`config.mk`:
```
export PLATFORM = sky130hd
export DESIGN_NAME = traffic_enable_gen
export DESIGN_NICKNAME = d
export VERILOG_FILES = /design/src/rtl/traffic_pkg.sv /design/src/rtl/sw_debounce.sv /design/src/rtl/traffic_enable_gen.sv
export SDC_FILE = /design/constraint.sdc
export NUM_CORES = 1
export LEC_CHECK = 0
export CAP_MARGIN = 15
export CORE_ASPECT_RATIO = 1.25
export CORE_MARGIN = 2
export CORE_UTILIZATION = 40
export CTS_CLUSTER_SIZE = 25
export DETAILED_ROUTE_END_ITERATION = 10
export DONT_BUFFER_PORTS = 1
export GPL_TIMING_DRIVEN = 0
export PLACE_DENSITY_LB_ADDON = 0.05
export SLEW_MARGIN = 20
export SYNTH_ARGS = -nofsm -noshare
export SYNTH_HDL_FRONTEND = slang
export SYNTH_SLANG_ARGS = --single-unit
```
`constraint.sdc`:
```
create_clock -name clk_i -period 2 [get_ports clk_i]
set_input_delay 0.4 -clock clk_i [delete_from_list [all_inputs] [get_ports clk_i]]
set_output_delay 0.4 -clock clk_i [all_outputs]
set_load 0.02 [all_outputs]
```
`src/rtl/traffic_pkg.sv`:
```
// Shared encodings and defaults for the traffic enable generator.
// Also holds the prescaler terminal-count helper used by the top level.
package traffic_pkg;

   typedef enum logic [1:0] {
      ST_IDLE = 2'd0,
      ST_RUN  = 2'd1,
      ST_HOLD = 2'd2
   } state_e;

   localparam int TICK_DIV_DEF = 4;
   localparam int DEB_LEN_DEF  = 3;

   // Bit positions of the raw switch/button vector fed to the debouncers
   localparam int NUM_SW   = 4;
   localparam int SW_RUN   = 0;
   localparam int SW_HOLD  = 1;
   localparam int SW_PED_L = 2;
   localparam int SW_PED_R = 3;

   // Terminal count for the prescaler; a pending request halves the period (floor 1)
   function automatic logic [7:0] term_count(input int tick_div, input logic short_i);
      int div;
      if (short_i) div = (tick_div / 2 > 1) ? tick_div / 2 : 1;
      else         div = tick_div;
      return 8'(div - 1);
   endfunction

endpackage

```
`src/rtl/sw_debounce.sv`:
```
// Two-flop synchroniser followed by a stability counter for one raw switch.
// deb_o is the value the debounced flop takes at the next edge.
module sw_debounce
   import traffic_pkg::*;
#(
   parameter int DEB_LEN = DEB_LEN_DEF
) (
   input  logic clk_i,
   input  logic reset_i,
   input  logic raw_i,
   output logic deb_o
);

   localparam logic [3:0] CNT_LAST = 4'(DEB_LEN - 1);

   logic       sync1_q, sync2_q;
   logic       deb_q, deb_d;
   logic [3:0] cnt_q, cnt_d;

   // Any sample matching the accepted value restarts the stability count
   always_comb begin
      deb_d = deb_q;
      cnt_d = '0;
      if (sync2_q != deb_q) begin
         if (cnt_q == CNT_LAST) deb_d = sync2_q;
         else                   cnt_d = cnt_q + 4'd1;
      end
   end

   always_ff @(posedge clk_i) begin
      if (reset_i) begin
         sync1_q <= 1'b0;
         sync2_q <= 1'b0;
         deb_q   <= 1'b0;
         cnt_q   <= '0;
      end else begin
         sync1_q <= raw_i;
         sync2_q <= sync1_q;
         deb_q   <= deb_d;
         cnt_q   <= cnt_d;
      end
   end

   // Exposing the next value lets consumers update on the same edge as deb_q
   assign deb_o = deb_d;

endmodule

```
`src/rtl/traffic_enable_gen.sv`:
```
// Run/hold sequencer producing periodic ENABLE pulses for a light controller,
// with latched pedestrian requests that shorten the pulse period.
module traffic_enable_gen
   import traffic_pkg::*;
#(
   parameter int TICK_DIV = TICK_DIV_DEF,
   parameter int DEB_LEN  = DEB_LEN_DEF
) (
   input  logic       clk_i,
   input  logic       reset_i,
   input  logic       run_sw_i,
   input  logic       hold_sw_i,
   input  logic       ped_btn_l_i,
   input  logic       ped_btn_r_i,
   input  logic       ped_ack_l_i,
   input  logic       ped_ack_r_i,
   output logic       enable_o,
   output logic       ped_req_l_o,
   output logic       ped_req_r_o,
   output logic [1:0] state_o
);

   localparam logic [7:0] TC_FULL  = term_count(TICK_DIV, 1'b0);
   localparam logic [7:0] TC_SHORT = term_count(TICK_DIV, 1'b1);

   logic [NUM_SW-1:0] sw_raw, sw_deb;
   logic              run_deb, hold_deb;
   logic [1:0]        btn_deb, btn_prev_q, btn_rise;
   logic [1:0]        ped_ack, req_q, req_d;
   state_e            state_q, state_d;
   logic [7:0]        presc_q, presc_d, tc;
   logic              fire;

   assign sw_raw = {ped_btn_r_i, ped_btn_l_i, hold_sw_i, run_sw_i};

   for (genvar g = 0; g < NUM_SW; g++) begin : g_sw
      sw_debounce #(.DEB_LEN(DEB_LEN)) u_deb (
         .clk_i   (clk_i),
         .reset_i (reset_i),
         .raw_i   (sw_raw[g]),
         .deb_o   (sw_deb[g])
      );
   end

   assign run_deb  = sw_deb[SW_RUN];
   assign hold_deb = sw_deb[SW_HOLD];
   assign btn_deb  = {sw_deb[SW_PED_R], sw_deb[SW_PED_L]};
   assign btn_rise = btn_deb & ~btn_prev_q;
   assign ped_ack  = {ped_ack_r_i, ped_ack_l_i};

   // A fresh press outranks a same-cycle acknowledge
   assign req_d = btn_rise | (req_q & ~ped_ack);

   always_comb begin
      state_d = state_q;
      case (state_q)
         ST_IDLE: if (run_deb) state_d = ST_RUN;
         ST_RUN: begin
            if (!run_deb)     state_d = ST_IDLE;
            else if (hold_deb) state_d = ST_HOLD;
         end
         ST_HOLD: begin
            if (!run_deb)      state_d = ST_IDLE;
            else if (!hold_deb) state_d = ST_RUN;
         end
         default: state_d = ST_IDLE;
      endcase
   end

   assign tc   = (req_q != 2'b00) ? TC_SHORT : TC_FULL;
   assign fire = !reset_i && (state_q == ST_RUN) && (state_d == ST_RUN) && (presc_q >= tc);

   // Prescaler only counts while staying in RUN; entering RUN from HOLD resumes the frozen value
   always_comb begin
      presc_d = presc_q;
      case (state_d)
         ST_IDLE: presc_d = '0;
         ST_RUN: begin
            if (state_q == ST_RUN) presc_d = fire ? 8'd0 : presc_q + 8'd1;
         end
         default: presc_d = presc_q;
      endcase
   end

   always_ff @(posedge clk_i) begin
      if (reset_i) begin
         state_q    <= ST_IDLE;
         presc_q    <= '0;
         req_q      <= '0;
         btn_prev_q <= '0;
      end else begin
         state_q    <= state_d;
         presc_q    <= presc_d;
         req_q      <= req_d;
         btn_prev_q <= btn_deb;
      end
   end

   assign enable_o    = fire;
   assign ped_req_l_o = req_q[0];
   assign ped_req_r_o = req_q[1];
   assign state_o     = state_q;

endmodule

```
==> impl_metrics.yaml, run 1 <==
route:
  post_drt_wl_per_cell_um: 12.4
  wl_met3_um: 125
  wl_met2_mm: 1.46
  drt_wl_total_mm: 2.85
  drt-pass1-iter-count: 4
  via_per_inst: 4.91
  first_iter_violations: 39
  ant_nets: 0
  wl_met1_mm: 1.19
  top_layer: "met4"
  dr_total_vias: 1134
  drc_errors: 0
timing:
  final.period_utilization_pct: 122
  hold_viol: 0
  tightest_slew_ns: 0.495
  clock_skew_ns: 0.00606
  grt_setup_unrepaired: "true"
  setup_violations: 1
  hold_ws_ns: 0.197
  post-route-min-period_ns: 2.43
  fin_tns_setup_ns: -0.432
  slew-limit-headroom_pct: 67.0
  drv_slew: 0
  setup_slack_ns: -0.432
  max_freq_mhz: 411
yosys:
  synth_area_leader_cell: "dfxtp_1"
  syn_nets: 178
  yosysTopAreaCellShare_pct: 48.7
  syn_avg_cell_area_um2: 10.3
  yosys-top-cells-area: "dfxtp_1, ha_1, nor2_1"
  netlist_instances: 160
  ys_types: 39
  synth_seq_cells: 40
  synth-edff-count: 0
  netlist_area_um2: 1640
  synth-seq-area-share_pct: 48.7
  async_reset_ff_share_pct: 0
  yosys_warnings: 0
  yosys_most_used_dff: "dfxtp_1"
placement:
  portBuffers: 0
  gp_congestion: 0.741
  hpwlAfterDp_mm: 2.09
  dpl_cell_area_um2: 1710
global_routing:
  grt_pass1_wl_mm: 4.89
  first_global_vias: 1105
  grt_overflow: 0
  grt_max_degree: 13
  antenna_found_initial: 0
  grtUsageTotal_pct: 14.8
clock_tree:
  clk-insertion-delay-late_ns: 0.29
  root_buffer: "clkbuf_8"
  clk_pin_slew_ns: 0.08
  numCtsBuffers: 5
  htreeDepth: 2
  clockBufferDepth: 2
  clock-sinks: 40
  cts_tree: "done"
  cts_hold_buf: 0
floorplan:
  initial_core_util_pct: 41.1
  rows: 26
  die_height_um: 75.7
  io_pins: 13
  die_area_um2: 4640
  dieWidth_um: 61.3
  coreArea_um2: 4000
setup_path:
  crit_fanout: 2
  cp.required_ns: 1.60
  cp_slowest_stage_delay_ns: 0.33
  cp_data_arrival_time_ns: 2.03
  cp.buffers_inverters: 1
  startpoint_type: "flop"
  crit_slowest_cell: "dfxtp_2"
  crit_family: "simple AND/OR/NAND/NOR gates"
  end_kind: "output pin"
  path_cells: "inv_2 > ha_4 > nor3b_4 > mux2_4 > maj3_2 > nor2_2 > and4b_2"
  critPathKind: "reg -> out"
flow_run:
  drv_cap: 0
layout:
  final_common_cell: "dfxtp_1"
  final_cell_mix: "dfxtp_1, nor2_1, xnor2_1, ha_1, nor2b_1"
  nNetsFinal: 192
  design_area_um2: 1890
  syn_to_final_growth_pct: 15.1
  diodes: 0
  drive_above_1_share_pct: 19.4
min_path:
  min_path_type: "in -> reg"
status:
  status: "complete, but fails checks"
  failed_checks: "negative setup slack"
power_and_ir_drop:
  total_power_mw: 1.39
  vdd_drop_max_v: 0.000324
  p_per_area_nw_per_um2: 734
  leakagePower_nw: 0.709
==> flip-flops by register name, indices dropped and copies added, names as in the netlist <==
register / count
g_sw.u_deb.cnt_q: 16
presc_q: 8
g_sw.u_deb.sync1_q: 4
g_sw.u_deb.sync2_q: 4
g_sw.u_deb.deb_q: 3
req_q: 2
state_o: 2
btn_prev_q: 1
==> stage by stage <==
step / worst slack, ns / utilization [%] / instances
final: -0.432 / 47.2 / 231
after global routing: -0.514 / 47.2 / 231
after CTS: -0.466 / 46.4 / 228
after detailed placement: -0.266 / 42.8 / 216
after global placement: -0.266 / 42.8 / 216
after floorplan: -0.150 / - / 160
==> kinds of logic after synthesis <==
family,after synthesis,share of synthesized area (%)
AOI/OAI and AO/OA,14,6.63
xor gates and xnor gates,13,6.93
adders and majority gates,11,8.30
buffers and inverters,10,2.36
DFF,40,48.7
muxes,6,3.96
and+or+nand+nor,66,23.1
==> synthesized netlist by cell type, types with 2 or more instances <==
| master | number |
|---|---|
| nand2_1 | 2 |
| nand3b_1 | 2 |
| o32ai_1 | 2 |
| nor2_1 | 23 |
| nor3b_1 | 2 |
| xor2_1 | 4 |
| inv_1 | 7 |
| a21oi_1 | 4 |
| nand2b_1 | 2 |
| nand3_1 | 5 |
| xnor2_1 | 9 |
| nor2b_1 | 8 |
| o21ai_0 | 3 |
| ha_1 | 10 |
| mux2i_1 | 5 |
| nand4_1 | 2 |
| or3_1 | 5 |
| and3_1 | 2 |
| nor4_1 | 3 |
| clkbuf_1 | 2 |
| dfxtp_1 | 40 |
==> area by class of cell <==
class                           instances  area, um2
Multi-Input combinational cell        110        831
Inverter                                7       26.3
Timing Repair Buffer                    7       52.6
Tap cell                               56       70.1
Clock inverter                          1       7.51
Sequential cell                        40        805
Buffer                                  3       12.5
Fill cell                             401       2110
Clock buffer                            7       86.3
==> repair_timing <==
action | in CTS | in global routing
resized for setup | 6 | 3
pin swaps | 3 | 2
buffers inserted | 4 | 3
setup endpoints to repair | 1 | 4
==> metal layers <==
metal  up-vias  global-route usage (%)
li1        577                       -
met1       536                    16.3
met2        14                    24.0
met3         7                    6.45
met4         0                    7.25
met5         -                       0
==> power breakdown <==
part	switching (mW)	leakage (nW)	internal, mW
clock network	0.268	0.0445	0.280
registers	0.00630	0.326	0.806
logic	0.0138	0.339	0.0121
total	0.289	0.709	1.10
==> worst register-to-register path: cells and delay by family, from the launching register on <==
family          cells  cell delay, ns
compound gates      3            0.55
flops               1            0.33
buf+inv             3            0.32
mux                 1            0.28
simple gates        1            0.22
fa+ha+maj           1            0.11
==> final timing paths <==
kind	end	from	slack (ns)	cells after the start
worst max-delay path	enable_o	g_sw[1].u_deb.cnt_q[0]	-0.43	7
worst min-delay path	req_q[1]	ped_ack_r_i	0.20	1
worst max register to register	presc_q[7]	g_sw[1].u_deb.cnt_q[0]	0.08	9
worst min register to register	g_sw[3].u_deb.sync2_q	g_sw[3].u_deb.sync1_q	0.44	1
Note: power is estimated with default switching activity, not from simulation.
==> inputs of run 2 (changes only) <==
--- a/config.mk
+++ b/config.mk
@@ -5,6 +5,7 @@
 export SDC_FILE = /design/constraint.sdc
 export NUM_CORES = 1
 export LEC_CHECK = 0
+export ABC_AREA = 1
 export CAP_MARGIN = 15
 export CORE_ASPECT_RATIO = 1.25
 export CORE_MARGIN = 2
==> run 2 against run 1 <==
  * Combinational power grew 24%
  * Clock skew is essentially flat
  * Maximum frequency grew 15%
  * Cell area grew 4.8%
  * Sequential share of layout area shrank 1.8 points
  * Power grew 7.1%
  * Critical endpoint unchanged
  * Worst setup slack gained 0.31 ns
  * The run still ends with negative setup slack left
  * Highest routed layer unchanged
  * Register-to-register slack gained 0.09 ns
  * Critical path depth grew 1
  * Critical path type unchanged
==> impl_metrics.yaml, run 2 <==
flow_run:
  drv_cap: 0
setup_path:
  path_cells: "or2_4 > ha_4 > nand2_1 > nand2_1 > nor2_1 > nand2_1 > nand2_2 > nor3_4"
  startpoint_type: "flop"
  cp_slowest_stage_delay_ns: 0.37
  cp-startpoint: "req_q[0]"
  end_kind: "output pin"
  critical_path.most_common_cell: "nand2_1"
  reg2reg_to: "presc_q[2]"
  r2r-start: "req_q[0]"
  cp_data_arrival_time_ns: 1.72
  crit_fanout: 3
  crit_slowest_cell: "dfxtp_2"
  cp.required_ns: 1.60
  critPathKind: "reg -> out"
  crit_family: "simple AND/OR/NAND/NOR gates"
  r2r_slack_ns: 0.17
  ff2ff_path_depth: 12
  cp.buffers_inverters: 0
yosys:
  synth_top_family_by_area: "simple AND/OR/NAND/NOR gates"
  synth-seq-area-share_pct: 45.6
  synth_seq_cells: 40
  netlist_area_um2: 1760
  synth-edff-count: 0
  synth_xor_area_share_pct: 4.98
  syn_nets: 242
  syn_avg_cell_area_um2: 7.85
  yosysTopAreaCellShare_pct: 45.6
  yosysMostFrequentCell: "nand2_1"
  yosys-top-cells-area: "dfxtp_1, nand2_1, nor2_1"
  synth-simple-area-share_pct: 30.7
  netlist_instances: 224
  synthAdderAreaFrac_pct: 7.12
  synthTopCellsByCount: "nand2_1, dfxtp_1, nor2_1"
  yosys_most_used_dff: "dfxtp_1"
  yosys_warnings: 0
  synth_mux_area_share_pct: 0
  async_reset_ff_share_pct: 0
  ys_types: 24
  synth_compound_area_share_pct: 2.85
  synth_area_leader_cell: "dfxtp_1"
global_routing:
  first_global_vias: 1245
  grtUsageTotal_pct: 12.9
  grt_overflow: 0
  grt_max_degree: 14
  antenna_found_initial: 0
  grt_pass1_wl_mm: 4.97
layout:
  largest_reg_flops: 16
  largest_register: "g_sw.u_deb.cnt_q"
  design_area_um2: 1980
  nNetsFinal: 250
  diodes: 0
  final_cell_mix: "nand2_1, nor2_1, dfxtp_1"
  syn_to_final_growth_pct: 12.7
  drive_above_1_share_pct: 12.9
  reg_top3: "g_sw.u_deb.cnt_q x16, presc_q x8"
  final_common_cell: "nand2_1"
floorplan:
  io_pins: 13
  die_height_um: 78.1
  die_area_um2: 4940
  rows: 26
  initial_core_util_pct: 42.2
  dieWidth_um: 63.3
  coreArea_um2: 4160
power_and_ir_drop:
  vdd_drop_max_v: 0.000487
  leakagePower_nw: 0.879
  p_per_area_nw_per_um2: 750
  total_power_mw: 1.49
timing:
  grt_setup_unrepaired: "true"
  hold_ws_ns: 0.207
  tightest_slew_ns: 0.485
  drv_slew: 0
  hold_viol: 0
  clock_skew_ns: 0.00613
  post-route-min-period_ns: 2.12
  fin_tns_setup_ns: -0.120
  max_freq_mhz: 472
  setup_violations: 1
  final.period_utilization_pct: 106
  slew-limit-headroom_pct: 67.7
  setup_slack_ns: -0.120
placement:
  dpl_cell_area_um2: 1830
  gp_congestion: 0.798
  portBuffers: 0
  hpwlAfterDp_mm: 2.19
route:
  dr_total_vias: 1315
  drt-pass1-iter-count: 4
  via_per_inst: 4.55
  post_drt_wl_per_cell_um: 9.70
  first_iter_violations: 21
  drt_wl_total_mm: 2.80
  drc_errors: 0
  ant_nets: 0
clock_tree:
  cts_tree: "done"
  numCtsBuffers: 5
  clk_pin_slew_ns: 0.08
  clockBufferDepth: 2
  clk-insertion-delay-late_ns: 0.29
  clock-sinks: 40
  root_buffer: "clkbuf_8"
  htreeDepth: 2
status:
  failed_checks: "negative setup slack"
  status: "complete, but fails checks"
min_path:
  hold_path_end: "req_q[0]"
  min_from: "ped_ack_l_i"
  holdPathStages: 1
  min_path_type: "in -> reg"
## run 2: cell types whose count changed in the layout (fill, tap and decap cells not counted), moves of 6 or more
| cell | previous run | this run |
|---|---|---|
| buf_4 | 7 | 1 |
| inv_1 | 6 | 36 |
| nand2_1 | 2 | 43 |
| nand3_1 | 5 | 15 |
| nor2_1 | 23 | 40 |
| nor2b_1 | 8 | 0 |
## run 2: how the worst max path moves through the flow
| stage | to | cells past startpoint |
|---|---|---|
| after floorplan | enable_o | 8 |
| after global placement | enable_o | 8 |
| after detailed placement | enable_o | 8 |
| after CTS | enable_o | 8 |
| after global routing | enable_o | 8 |
| final | enable_o | 8 |
## run 2: cells by family (layout without fill, tap and decap cells)
family	after synthesis	in the layout
compound gates	8	8
xor+xnor	10	10
fa+ha+maj	10	10
buf+inv	39	48
flops	40	40
simple gates	117	117
## run 2: what timing repair did
action / in CTS / in global routing
hold buffers: 0 / 0
endpoints found under the setup margin: 1 / 1
gates resized for setup: 7 / 1
buffers inserted: 1 / 0
pin swaps: 2 / 0
## run 2: layer usage
| metal | up-vias | global-route usage, % | wire [um] |
|---|---|---|---|
| met5 | - | 0 | 0 |
| met1 | 602 | 13.3 | 1240 |
| met3 | 5 | 4.01 | 75 |
| met2 | 14 | 23.6 | 1430 |
| met4 | 0 | 5.87 | 61 |
| li1 | 694 | - | - |
## run 2: layout make-up
type                    count  area [um2]
plain buffers               3        18.8
clock buffers               5        68.8
clock inverters             3        42.5
fillers                   465        2180
inverters                  36         135
multi-input cells         145         832
flip-flops and latches     40         807
well taps                  56        70.1
repair buffers              1        7.51
## run 2: power breakdown
part	total, mW	internal [mW]	switching [mW]
clock	0.642	0.369	0.273
sequential	0.812	0.806	0.00615
combinational	0.0322	0.0102	0.0221
## run 2: stage by stage
stage	util, %	setup WS (ns)	instances
floorplan	-	0.0967	224
global placement	44.0	-0.0543	280
detailed placement	44.0	-0.0783	280
CTS	47.6	-0.156	289
global route	47.6	-0.190	289
finish	47.6	-0.120	289
==> inputs of run 3 (changes only) <==
--- a/config.mk
+++ b/config.mk
@@ -18,4 +18,5 @@
 export SLEW_MARGIN = 20
 export SYNTH_ARGS = -nofsm -noshare
 export SYNTH_HDL_FRONTEND = slang
+export SYNTH_HIERARCHICAL = 1
 export SYNTH_SLANG_ARGS = --single-unit
==> constraint.sdc (replaced) <==
create_clock -name clk_i -period 2.1 [get_ports clk_i]
set_input_delay 0.42 -clock clk_i [delete_from_list [all_inputs] [get_ports clk_i]]
set_output_delay 0.42 -clock clk_i [all_outputs]
set_load 0.02 [all_outputs]
==> run 3 against run 2 <==
  * The run now ends clean
  * Synthesized area increased by 11%
  * Sequential share of layout area is 2.4 points lower
  * Combinational power shrank 3%
  * Worst setup slack better by 0.25 ns
  * Synthesized cell count up 12%
  * Final cell count is 12% higher
  * Global-route usage grew 0.89 points
==> impl_metrics.yaml, run 3 <==
layout:
  reg_top3: "g_sw.u_deb/cnt_q x16, presc_q x8"
  syn_to_final_growth_pct: 13.3
  largest_reg_flops: 16
  drive_above_1_share_pct: 21.3
  nNetsFinal: 281
  stdcell_count: 323
  final_cell_mix: "inv_1, dfxtp_1, nand2_1, nor2_1, nand3_1"
  final_common_cell: "inv_1"
  diodes: 0
  num-fill-cells: 498
  largest_register: "g_sw.u_deb/cnt_q"
power_and_ir_drop:
  comb_power_share_pct: 2.1
  sw_frac_of_total_pct: 19.6
  p_seq_share_pct: 54.5
  leakagePower_nw: 0.926
  p_clk_share_pct: 43.4
  switchingPower_uw: 293
  vdd_drop_max_v: 0.000331
  internal-power_mw: 1.20
  p_per_area_nw_per_um2: 672
floorplan:
  rows: 28
  dieWidth_um: 66.6
  die_area_um2: 5470
  die_height_um: 82.2
  initial_core_util_pct: 41.4
  io_pins: 13
  coreArea_um2: 4730
setup_path:
  critPathKind: "reg -> out"
  r2r-start: "g_sw[0].u_deb/cnt_q[0]"
  crit_fanout: 3
  cp.required_ns: 1.68
  reg2reg_to: "presc_q[7]"
  cp-startpoint: "g_sw[1].u_deb/cnt_q[0]"
  end_kind: "output pin"
  cp_data_arrival_time_ns: 1.55
  critPathCapture: "enable_o"
  r2r_slack_ns: 0.44
  startpoint_type: "flop"
  ff2ff_path_depth: 8
yosys:
  synth_seq_cells: 42
  netlist_area_um2: 1960
  syn_nets: 268
  synth-edff-count: 0
  yosysMostFrequentCell: "dfxtp_1"
  yosys_most_used_dff: "dfxtp_1"
  ys_types: 25
  synthTopCellsByCount: "dfxtp_1, inv_1, nor2_1"
  netlist_instances: 250
  yosysTopAreaCellShare_pct: 43.0
  yosys-top-cells-area: "dfxtp_1, inv_1, nor2_1"
  yosys_warnings: 6
  synth_area_leader_cell: "dfxtp_1"
  async_reset_ff_share_pct: 0
  syn_avg_cell_area_um2: 7.83
  synth-seq-area-share_pct: 43.0
route:
  post_drt_wl_per_cell_um: 9.95
  drc_errors: 0
  dr_total_vias: 1437
  first_iter_violations: 57
  via_per_inst: 4.45
  ant_nets: 0
  drt_wl_total_mm: 3.21
  drt-pass1-iter-count: 4
clock_tree:
  clk-insertion-delay-late_ns: 0.29
  root_buffer: "clkbuf_8"
  cts_tree: "done"
  clockBufferDepth: 2
  clock-sinks: 42
  cts_hold_buf: 0
  clk_pin_slew_ns: 0.08
  htreeDepth: 2
  numCtsBuffers: 5
global_routing:
  grtUsageTotal_pct: 13.8
  grt_overflow: 0
  antenna_found_initial: 0
  grt_max_degree: 18
  first_global_vias: 1362
  grt_pass1_wl_mm: 5.70
timing:
  clock_skew_ns: 0.00932
  max_freq_mhz: 507
  post-route-min-period_ns: 1.97
  setup_slack_ns: 0.127
  tightest_slew_ns: 0.537
  slew-limit-headroom_pct: 64.2
  drv_slew: 0
  setup_violations: 0
  hold_viol: 0
  final.period_utilization_pct: 94.0
min_path:
  min_from: "reset_i"
  min_path_type: "in -> reg"
placement:
  dp_slack_ns: -0.0525
  hpwlAfterDp_mm: 2.27
  dp.cells: 310
  gp_congestion: 0.703
  portBuffers: 0
status:
  status: "finished clean"
flow_run:
  drv_cap: 0
[run 3: power by group through the flow]
stage	clock, mW	combinational (mW)	sequential [mW]
floorplan	0	0.0254	0.831
global placement	0	0.0303	0.832
detailed placement	0	0.0306	0.833
CTS	0.677	0.0307	0.814
global route	0.708	0.0369	0.814
finish	0.647	0.0311	0.813
[run 3: how the worst min path moves through the flow]
stage | endpoint | slack [ns] | cells past startpoint
global placement | g_sw[1].u_deb/sync2_q | 0.39 | 2
detailed placement | g_sw[1].u_deb/sync2_q | 0.40 | 2
floorplan | g_sw[0].u_deb/sync2_q | 0.39 | 2
CTS | g_sw[3].u_deb/deb_q | 0.17 | 1
global route | g_sw[3].u_deb/deb_q | 0.16 | 1
finish | g_sw[3].u_deb/deb_q | 0.18 | 1
[run 3: stage by stage]
stage / TNS [ns] / area, um2 / power, mW / hold WS (ns) / util [%]
finish: 0 / 2220 / 1.49 / 0.180 / 46.9
CTS: 0 / 2170 / 1.52 / 0.166 / 45.9
detailed placement: -0.0525 / 2030 / 0.863 / 0.396 / 43.0
global route: -0.000598 / 2220 / 1.56 / 0.155 / 46.9
global placement: -0.0462 / 2030 / 0.863 / 0.388 / 43.0
floorplan: 0 / 1960 / 0.857 / 0.388 / -
[run 3: area by class of cell]
class | count | area [um2] | share of cell area, %
buffer | 1 | 11.3 | 0.508
clock buffer | 6 | 82.6 | 3.72
tap | 60 | 75.1 | 3.39
inverter | 44 | 168 | 7.56
multi-input combinational | 163 | 956 | 43.1
clock inverter | 1 | 30.0 | 1.35
timing repair buffer | 6 | 45.0 | 2.03
sequential | 42 | 850 | 38.3
[run 3: cells by family after synthesis]
kind of cell               Yosys count  synth area share [%]
buffers and inverters               45                  9.14
adders and majority gates           10                  6.39
DFF                                 42                  43.0
xor gates and xnor gates             5                  2.24
AOI/OAI and AO/OA                   17                  5.76
and+or+nand+nor                    131                  33.5
[run 3: per-layer routing]
layer | part of all wire (%) | GRT usage (%) | up-vias
met1 | 47 | 15.2 | 621
met5 | 0 | 0 | -
met2 | 48 | 23.8 | 12
met3 | 2.9 | 4.34 | 5
met4 | 1.6 | 6.73 | 0
li1 | - | - | 799
[run 3: critical path, cell delays in order, from the launching register on]
cell and delay [ns]:
dfxtp_4 0.36, inv_1 0.04, ha_2 0.18, nand2_2 0.08, nand2_1 0.06, nand2_2 0.07, inv_1 0.06, o21ai_4 0.08
nand4_4 0.13, nor2_4 0.21
[run 3: repair_timing]
item | 4_1_cts | 5_1_grt
cloned | 0 | 0
setup endpoints to repair | 1 | 1
endpoints found under the hold margin | 0 | 0
pin swaps | 2 | 3
resized for setup | 4 | 7
buffers inserted | 1 | 5
